## src/rtl/multicycle_main_fsm.sv

```systemverilog
// Multi-cycle RV32I main control FSM: FETCH/DECODE/EXEC/MEM/WB with I/D-cache stalls and a
// memory timeout. Define ILLEGAL_TRAP_EN to trap on illegal opcodes instead of treating them as NOPs.
module multicycle_main_fsm #(
  parameter int OPCODE_W   = 7,
  parameter int IMM_SRC_W  = 3,
  parameter int MEM_TO_MAX = 255,
  parameter int TO_CNT_W   = 8
) (
  input  logic                 clk,
  input  logic                 rst_n,
  input  logic [OPCODE_W-1:0]  opcode,
  input  logic                 imemReady,
  input  logic                 dmemReady,
  output logic                 imemRead,
  output logic                 irWrite,
  output logic                 pcWrite,
  output logic [1:0]           aluOP,
  output logic [1:0]           resultSrc,
  output logic [1:0]           aluSrcA,
  output logic                 aluSrcB,
  output logic [IMM_SRC_W-1:0] immSrc,
  output logic                 branch,
  output logic                 jump,
  output logic                 memRead,
  output logic                 memWrite,
  output logic                 regWrite,
  output logic                 memError,
  output logic                 illegalInstr,
  output logic [2:0]           state
);

  typedef enum logic [2:0] {
    S_FETCH  = 3'd0,
    S_DECODE = 3'd1,
    S_EXEC   = 3'd2,
    S_MEM    = 3'd3,
    S_WB     = 3'd4,
    S_TRAP   = 3'd5
  } state_t;

  localparam logic [OPCODE_W-1:0] OP_R     = OPCODE_W'(7'b0110011);
  localparam logic [OPCODE_W-1:0] OP_I     = OPCODE_W'(7'b0010011);
  localparam logic [OPCODE_W-1:0] OP_LOAD  = OPCODE_W'(7'b0000011);
  localparam logic [OPCODE_W-1:0] OP_STORE = OPCODE_W'(7'b0100011);
  localparam logic [OPCODE_W-1:0] OP_B     = OPCODE_W'(7'b1100011);
  localparam logic [OPCODE_W-1:0] OP_JAL   = OPCODE_W'(7'b1101111);
  localparam logic [OPCODE_W-1:0] OP_JALR  = OPCODE_W'(7'b1100111);
  localparam logic [OPCODE_W-1:0] OP_AUIPC = OPCODE_W'(7'b0010111);
  localparam logic [OPCODE_W-1:0] OP_LUI   = OPCODE_W'(7'b0110111);

  localparam logic [IMM_SRC_W-1:0] IMM_I = IMM_SRC_W'(3'b000);
  localparam logic [IMM_SRC_W-1:0] IMM_S = IMM_SRC_W'(3'b001);
  localparam logic [IMM_SRC_W-1:0] IMM_B = IMM_SRC_W'(3'b010);
  localparam logic [IMM_SRC_W-1:0] IMM_J = IMM_SRC_W'(3'b011);
  localparam logic [IMM_SRC_W-1:0] IMM_U = IMM_SRC_W'(3'b100);

  localparam logic [TO_CNT_W-1:0] TO_MAX = TO_CNT_W'(MEM_TO_MAX);
  localparam bit                  TO_EN  = (MEM_TO_MAX != 0);

  state_t              state_q, state_d;
  logic [OPCODE_W-1:0] opc_q, opc_d;
  logic [TO_CNT_W-1:0] cnt_q, cnt_d;
  logic                mem_err_q, mem_err_d;
`ifdef ILLEGAL_TRAP_EN
  logic                ill_q, ill_d;
`endif

  logic [1:0]           dec_aluop, dec_srca;
  logic                 dec_srcb;
  logic [IMM_SRC_W-1:0] dec_imm;
  logic                 is_load, is_store, is_b, is_jmp, to_hit, op_legal;

  logic                 imem_read, ir_write, pc_write, br, jmp, mem_read, mem_write, reg_write;
  logic [1:0]           alu_op, res_src, src_a;
  logic                 src_b;
  logic [IMM_SRC_W-1:0] imm_src;

  // Datapath controls of the latched opcode, identical to the single-cycle decoder table
  always_comb begin
    dec_aluop = 2'b00;
    dec_srca  = 2'b00;
    dec_srcb  = 1'b0;
    dec_imm   = IMM_I;
    case (opc_q)
      OP_R:     dec_aluop = 2'b10;
      OP_I:     begin dec_aluop = 2'b10; dec_srcb = 1'b1; end
      OP_LOAD:  dec_srcb = 1'b1;
      OP_STORE: begin dec_srcb = 1'b1; dec_imm = IMM_S; end
      OP_B:     begin dec_aluop = 2'b01; dec_imm = IMM_B; end
      OP_JAL:   begin dec_srca = 2'b10; dec_srcb = 1'b1; dec_imm = IMM_J; end
      OP_JALR:  dec_srcb = 1'b1;
      OP_AUIPC: begin dec_srca = 2'b10; dec_srcb = 1'b1; dec_imm = IMM_U; end
      OP_LUI:   begin dec_srca = 2'b01; dec_srcb = 1'b1; dec_imm = IMM_U; end
      default:  ;
    endcase
  end

  assign is_load  = (opc_q == OP_LOAD);
  assign is_store = (opc_q == OP_STORE);
  assign is_b     = (opc_q == OP_B);
  assign is_jmp   = (opc_q == OP_JAL) || (opc_q == OP_JALR);
  assign to_hit   = TO_EN && (cnt_q == TO_MAX);
  assign op_legal = opcode inside {OP_R, OP_I, OP_LOAD, OP_STORE, OP_B,
                                   OP_JAL, OP_JALR, OP_AUIPC, OP_LUI};

  always_comb begin
    state_d   = state_q;
    opc_d     = opc_q;
    cnt_d     = '0;
    mem_err_d = mem_err_q;
`ifdef ILLEGAL_TRAP_EN
    ill_d     = ill_q;
`endif
    imem_read = 1'b0;
    ir_write  = 1'b0;
    pc_write  = 1'b0;
    br        = 1'b0;
    jmp       = 1'b0;
    mem_read  = 1'b0;
    mem_write = 1'b0;
    reg_write = 1'b0;
    alu_op    = 2'b00;
    res_src   = 2'b00;
    src_a     = 2'b00;
    src_b     = 1'b0;
    imm_src   = IMM_I;
    case (state_q)
      S_FETCH: begin
        imem_read = 1'b1;
        if (imemReady) begin
          ir_write = 1'b1;
          state_d  = S_DECODE;
        end else if (to_hit) begin
          mem_err_d = 1'b1;
        end else begin
          cnt_d = cnt_q + TO_CNT_W'(1);
        end
      end
      S_DECODE: begin
        opc_d = opcode;
        if (op_legal) begin
          state_d = S_EXEC;
        end else begin
`ifdef ILLEGAL_TRAP_EN
          ill_d   = 1'b1;
          state_d = S_TRAP;
`else
          pc_write = 1'b1;
          state_d  = S_FETCH;
`endif
        end
      end
      S_EXEC: begin
        alu_op  = dec_aluop;
        src_a   = dec_srca;
        src_b   = dec_srcb;
        imm_src = dec_imm;
        if (is_load || is_store) begin
          state_d = S_MEM;
        end else if (is_b) begin
          br       = 1'b1;
          pc_write = 1'b1;
          state_d  = S_FETCH;
        end else begin
          state_d = S_WB;
        end
      end
      S_MEM: begin
        alu_op    = dec_aluop;
        src_a     = dec_srca;
        src_b     = dec_srcb;
        imm_src   = dec_imm;
        mem_read  = is_load;
        mem_write = is_store;
        // Ready in the timeout cycle completes the transfer rather than flagging an error
        if (dmemReady) begin
          if (is_load) begin
            state_d = S_WB;
          end else begin
            pc_write = 1'b1;
            state_d  = S_FETCH;
          end
        end else if (to_hit) begin
          mem_err_d = 1'b1;
          state_d   = S_FETCH;
        end else begin
          cnt_d = cnt_q + TO_CNT_W'(1);
        end
      end
      S_WB: begin
        reg_write = 1'b1;
        pc_write  = 1'b1;
        jmp       = is_jmp;
        res_src   = is_load ? 2'b01 : (is_jmp ? 2'b10 : 2'b00);
        state_d   = S_FETCH;
      end
      S_TRAP: begin
`ifdef ILLEGAL_TRAP_EN
        state_d = S_TRAP;
`else
        state_d = S_FETCH;
`endif
      end
      default: state_d = S_FETCH;
    endcase
  end

  always_ff @(posedge clk or negedge rst_n) begin
    if (!rst_n) begin
      state_q   <= S_FETCH;
      opc_q     <= '0;
      cnt_q     <= '0;
      mem_err_q <= 1'b0;
    end else begin
      state_q   <= state_d;
      opc_q     <= opc_d;
      cnt_q     <= cnt_d;
      mem_err_q <= mem_err_d;
    end
  end

`ifdef ILLEGAL_TRAP_EN
  always_ff @(posedge clk or negedge rst_n) begin
    if (!rst_n) ill_q <= 1'b0;
    else        ill_q <= ill_d;
  end
  assign illegalInstr = ill_q;
`else
  assign illegalInstr = 1'b0;
`endif

  // The reset state is FETCH, so controls are forced low while rst_n is asserted
  assign imemRead  = rst_n & imem_read;
  assign irWrite   = rst_n & ir_write;
  assign pcWrite   = rst_n & pc_write;
  assign branch    = rst_n & br;
  assign jump      = rst_n & jmp;
  assign memRead   = rst_n & mem_read;
  assign memWrite  = rst_n & mem_write;
  assign regWrite  = rst_n & reg_write;
  assign aluOP     = rst_n ? alu_op  : 2'b00;
  assign resultSrc = rst_n ? res_src : 2'b00;
  assign aluSrcA   = rst_n ? src_a   : 2'b00;
  assign aluSrcB   = rst_n & src_b;
  assign immSrc    = rst_n ? imm_src : '0;
  assign memError  = mem_err_q;
  assign state     = state_q;

endmodule

```

## config.mk

```make
export PLATFORM = sky130hd
export DESIGN_NAME = multicycle_main_fsm
export DESIGN_NICKNAME = d
export VERILOG_FILES = /design/src/rtl/multicycle_main_fsm.sv
export SDC_FILE = /design/constraint.sdc
export NUM_CORES = 1
export LEC_CHECK = 0
export CORE_MARGIN = 2
export CORE_UTILIZATION = 40
export DETAILED_ROUTE_END_ITERATION = 10
export PLACE_DENSITY_LB_ADDON = 0.08
export SKIP_LAST_GASP = 1
export SLEW_MARGIN = 15
export SYNTH_ARGS = -nofsm -noshare
export SYNTH_HDL_FRONTEND = slang
export SYNTH_SLANG_ARGS = --single-unit
```

## constraint.sdc

```tcl
create_clock -name clk -period 1.5 [get_ports clk]
set_input_delay 0.225 -clock clk [delete_from_list [all_inputs] [get_ports clk]]
set_output_delay 0.225 -clock clk [all_outputs]
set_load 0.01 [all_outputs]
```

==> flow_metrics.py, run 1 <==
metrics = {
    "finish": {
        "finalNonFillerCells": 232,
        "drive_above_1_share": 0.592,
        "fillers": 188,
        "area_growth_pct": 81.6,
        "multi_input_area_um2": 880,
        "diodes": 0,
        "nets": 214,
        "seq_area_um2": 479,
    },
    "power_and_ir_drop": {
        "power.density_mw_per_mm2": 1310,
        "power.total_mw": 2.78,
        "ir_worst_vdd_mv": 1.26,
        "p_leak_nw": 0.952,
    },
    "clock_network": {
        "cts_tree": "done",
        "cts_root_buf": "clkbuf_4",
        "path_clk_slew_ps": 100,
        "cts.sinks": 19,
        "ctsHoldBuffers": 0,
        "clk_latency_ps": 290,
        "cts_buffers": 3,
        "clock_path_buffers": 2,
        "cts_max_level": 1,
    },
    "worst_setup_path": {
        "critPathKind": "register to primary output",
        "worstReg2RegStart": "state[2]",
        "required_ps": 1270,
        "end_kind": "primary output",
        "cp-start-kind": "register",
        "worst-path-max-fanout": 3,
        "reg2reg_depth": 6,
        "cp.arrival_ps": 1780,
        "crit_path_start": "state[2]",
    },
    "run": {
        "cap_violations": 0,
    },
    "yosys": {
        "syn_avg_cell_area_um2": 9.50,
        "synth_area_leaders": "dfrtp_1 41%, mux2_2 6.7%, nand2_1 3.5%",
        "synth_edf_count": 0,
        "yosysUniqueCellTypes": 40,
        "synth.most_common_cell": "dfrtp_1",
        "synth_top_cells_by_count": "19 x dfrtp_1, 11 x nand2_1, 10 x nor2_1",
        "ys.flop_type": "dfrtp_1",
        "netlist.area_leader.share": 0.407,
        "syn-instance-count": 123,
        "ys.warnings.count": 0,
        "yosysTopAreaCell": "dfrtp_1",
        "syn-num-nets": 135,
        "synth-async-reset-ratio": 1.00,
        "ys_seq_elements": 19,
        "ys_seq_area_frac": 0.407,
        "synthesis.area_mm2": 0.00117,
    },
    "routing": {
        "wirelength_mm": 3.91,
        "wl_per_cell_um": 16.9,
        "drtIter0Drc": 37,
        "drc": 0,
        "first_pass_iters": 4,
        "viasPerCell": 5.59,
        "vias": 1296,
        "postRouteAntennaNets": 0,
    },
    "global_route": {
        "grt_max_degree": 23,
        "grt_pass1_vias": 1282,
        "grt_first_pass_wirelength_mm": 5.72,
        "grt_overflow": 0,
        "grt_use_total": 0.224,
        "antenna_found_initial": 0,
    },
    "min_path": {
        "hold_class": "input pin to async pin",
    },
    "floorplan": {
        "dieArea_mm2": 0.00337,
        "coreArea_mm2": 0.00276,
        "die_h_um": 58.1,
        "num_io_pins": 34,
        "start_util": 0.424,
        "die_w_um": 58.1,
        "rows": 19,
    },
    "sta": {
        "period_minus_slack_ps": 2000,
        "rsz0062_at_grt": "yes",
        "whs_ps": 79.5,
        "setup_slack_ps": -504,
        "final_hold_viol_count": 0,
        "final.setup.tns_ps": -8060,
        "fin_crit_sh": 1.34,
        "final-setup-viol-count": 35,
        "fmax_mhz": 499,
        "fin_skew_ps": 1.08,
        "drv_slew": 0,
    },
    "placed_design": {
        "io_buffers": 32,
        "post-place-cells": 210,
        "hpwl_mm": 2.47,
        "routabilityCongestion": 0.840,
    },
    "run_status": {
        "violations": "negative setup slack",
        "status": "finished with violations",
    },
}
## final cells by class
cell class                 count  area share
sequential                    19       0.226
inverter                       3     0.00649
tap                           31      0.0183
clock buffer                   4      0.0124
multi-input combinational     95       0.415
timing repair buffer          80       0.323
## critical path, cell delays in order, from the launching register on
cell and delay [ps]:
dfrtp_1 390, and3b_2 260, nand2_2 70, or4_4 460, inv_4 80, and2_4 130
buf_6 90
## flip-flops by register name, summed over array words and instances (netlist names)
| name | cells |
|---|---|
| memError | 1 |
| state | 3 |
| opc_q | 7 |
| cnt_q | 8 |
## layout by cell type, fill, tap and decap left out, types with 3 or more instances in the layout
master           synthesis  routed
or3_4                    0       3
dfrtp_1                 19      16
nand3b_1                 3       3
buf_2                    0      14
clkdlybuf4s50_1          0      10
nand2_2                  0       4
a21oi_2                  0       3
xor2_1                   4       4
nand4_1                  3       3
nor3_2                   0       5
o21ai_0                  4       3
dfrtp_2                  0       3
mux2_4                   0       6
buf_4                    1      31
dlygate4sd2_1            0       3
nor2_1                  10       9
nand2_1                 11       7
clkbuf_4                 0       3
buf_6                    2      20
## power by group
part	switching [mW]	internal (mW)	leakage (nW)
clock	0.156	0.104	0.0150
sequential	0.179	0.651	0.243
combinational	0.757	0.931	0.694
## logic make-up (layout without fill, tap and decap cells)
family,count (synthesis),after routing,synth area share
mux,8,8,0.0760
fa+ha+maj,1,1,0.0107
xor+xnor,6,6,0.0450
other cells,1,1,0.00321
flops,19,19,0.407
buf+inv,9,87,0.0450
compound gates,20,20,0.116
simple gates,59,59,0.298
## stage by stage
stage | setup WS, ps | util | instance area [µm²]
after detailed placement | -956 | 0.627 | 1730
after CTS | -560 | 0.718 | 1980
after global routing | -559 | 0.770 | 2120
after global placement | -852 | 0.627 | 1730
after floorplan | -242 | - | 1190
final | -504 | 0.770 | 2120
## worst paths after layout
path,endpoint,slack [ps]
hold reg to reg,memError,490
setup reg to reg,opc_q[5],-100
min in group clk,memError,490
max in group asynchronous,opc_q[1],1220
hold / removal,state[2],80
setup / recovery,aluSrcA[0],-500
## per-layer routing
layer	track usage	wire length (µm)	vias up
li1	-	-	602
met1	0.260	1550	654
met2	0.417	2160	33
met3	0.0513	160	7
met4	0.0465	48	0
met5	0	0	-
## what timing repair did
action / CTS / global route
setup buffers: 18 / 5
setup endpoints to repair: 31 / 37
resized for setup: 131 / 28
pin swaps: 15 / 10
Power figures use the tool's default switching activity.
==> run 2, diff against run 1 <==
--- a/config.mk
+++ b/config.mk
@@ -5,10 +5,13 @@
 export SDC_FILE = /design/constraint.sdc
 export NUM_CORES = 1
 export LEC_CHECK = 0
+export ABC_CLOCK_PERIOD_IN_PS = 1500
 export CORE_MARGIN = 2
 export CORE_UTILIZATION = 40
+export CTS_CLUSTER_SIZE = 12
 export DETAILED_ROUTE_END_ITERATION = 10
 export PLACE_DENSITY_LB_ADDON = 0.08
+export SETUP_SLACK_MARGIN = 0.5
 export SKIP_LAST_GASP = 1
 export SLEW_MARGIN = 15
 export SYNTH_ARGS = -nofsm -noshare
==> flow_metrics.py, run 2 (synthesis results as in run 1) <==
metrics = {
    "finish": {
        "diodes": 0,
        "final_common_cell": "buf_6",
        "nets": 214,
        "final_util": 0.792,
        "drive_above_1_share": 0.642,
        "mostFrequentLayoutCells": "31 x buf_6, 26 x buf_4, 14 x dfrtp_1",
        "area_growth_pct": 86.8,
        "largest_register_ffs": 8,
        "regMostFlops": "cnt_q",
        "fillers": 175,
        "finalNonFillerCells": 232,
    },
    "power_and_ir_drop": {
        "ir_worst_vdd_mv": 1.41,
        "power.density_mw_per_mm2": 1280,
        "power_frac_seq": 0.301,
        "power.total_mw": 2.79,
        "power.switching_mw": 1.08,
        "clkPwrFrac": 0.094,
        "share_comb_of_total_power": 0.605,
        "p_leak_nw": 0.988,
        "p_int_mw": 1.72,
        "swShare": 0.385,
    },
    "sta": {
        "final_hold_viol_count": 0,
        "period_minus_slack_ps": 2040,
        "drv_slew": 0,
        "rsz0062_at_grt": "yes",
        "final-setup-viol-count": 38,
        "setup_slack_ps": -540,
        "fin_crit_sh": 1.36,
        "fin_skew_ps": 7.67,
        "fmax_mhz": 490,
        "whs_ps": 129,
    },
    "worst_setup_path": {
        "crit_path_start": "opc_q[2]",
        "cp-endpoint": "pcWrite",
        "cp-start-kind": "register",
        "r2r-end": "cnt_q[5]",
        "reg2reg_depth": 8,
        "worstReg2RegStart": "state[1]",
        "worst-path-max-fanout": 4,
        "ff2ff_setup_slack_ps": -220,
        "critPathKind": "register to primary output",
        "cp.arrival_ps": 1820,
        "end_kind": "primary output",
        "required_ps": 1270,
    },
    "routing": {
        "wl_per_cell_um": 16.0,
        "met3_length_um": 133,
        "viasPerCell": 5.42,
        "drc": 0,
        "wirelength_mm": 3.71,
        "postRouteAntennaNets": 0,
        "top_layer": "met4",
        "route.met2.wl_mm": 1.97,
        "first_pass_iters": 4,
        "vias": 1257,
        "drtIter0Drc": 35,
        "wirelength_met1_mm": 1.54,
    },
    "floorplan": {
        "dieArea_mm2": 0.00337,
        "start_util": 0.424,
        "die_h_um": 58.1,
        "num_io_pins": 34,
        "die_w_um": 58.1,
        "rows": 19,
        "coreArea_mm2": 0.00276,
    },
    "global_route": {
        "grt_first_pass_wirelength_mm": 5.74,
        "antenna_found_initial": 0,
        "grt_max_degree": 23,
        "grt_overflow": 0,
        "grt_use_total": 0.226,
        "grt_pass1_vias": 1228,
    },
    "clock_network": {
        "cts_max_level": 1,
        "path_clk_slew_ps": 110,
        "clk_latency_ps": 300,
        "clock_path_buffers": 2,
        "cts.sinks": 19,
        "cts_tree": "done",
        "cts_root_buf": "clkbuf_4",
        "cts_buffers": 3,
        "ctsHoldBuffers": 0,
    },
    "placed_design": {
        "post-place-cells": 208,
        "io_buffers": 32,
        "hpwl_mm": 2.44,
        "dp_slack_ps": -863,
        "routabilityCongestion": 0.799,
    },
    "run_status": {
        "violations": "negative setup slack",
        "status": "finished with violations",
    },
    "run": {
        "cap_violations": 0,
    },
    "min_path": {
        "hold_class": "input pin to async pin",
    },
}
[run 2: worst min-delay path by stage]
stage | from | end | depth (start not counted)
finish | rst_n | state[1] | 3
global placement | memError | memError | 1
floorplan | rst_n | cnt_q[0] | 0
detailed placement | memError | memError | 1
CTS | rst_n | state[1] | 3
global route | rst_n | state[1] | 3
[run 2: metal layers]
metal | GRT usage | up-vias
met5 | 0 | -
met4 | 0.0498 | 0
met3 | 0.0491 | 10
met2 | 0.403 | 29
met1 | 0.280 | 619
li1 | - | 599
[run 2: worst max-delay path, cell delays in order, from the launching register on]
cell       delay, ps
dfrtp_1          400
nand4bb_4        260
or3_4            360
o2111ai_2        200
o2111ai_2        140
buf_2            170
[run 2: area by class of cell]
type,count,area [µm²],share of cell area
timing repair buffer,80,718,0.329
inverter,3,11.3,0.00516
multi-input combinational,95,907,0.415
sequential,19,482,0.221
tap,31,38.8,0.0178
clock buffer,4,26.3,0.0120
[run 2: power by group through the flow]
| stage | clock network (mW) | logic, mW | registers [mW] |
|---|---|---|---|
| floorplan | 0 | 0.719 | 0.788 |
| global placement | 0 | 1.17 | 0.797 |
| detailed placement | 0 | 1.21 | 0.803 |
| CTS | 0.264 | 1.55 | 0.822 |
| global route | 0.289 | 1.80 | 0.856 |
| finish | 0.262 | 1.69 | 0.839 |
[run 2: per-stage QoR]
stage	cell area (µm²)	setup TNS, ps
2_1_floorplan	1320	-823
3_3_place_gp	1820	-12200
3_5_place_dp	1820	-12930
4_1_cts	2030	-9400
5_1_grt	2180	-11030
6_report	2180	-8530
[run 2: timing repair]
item	CTS	global route
pin swaps	11	15
setup endpoints to repair	41	41
buffers inserted	12	8
gates resized for setup	131	28
cloned	0	0
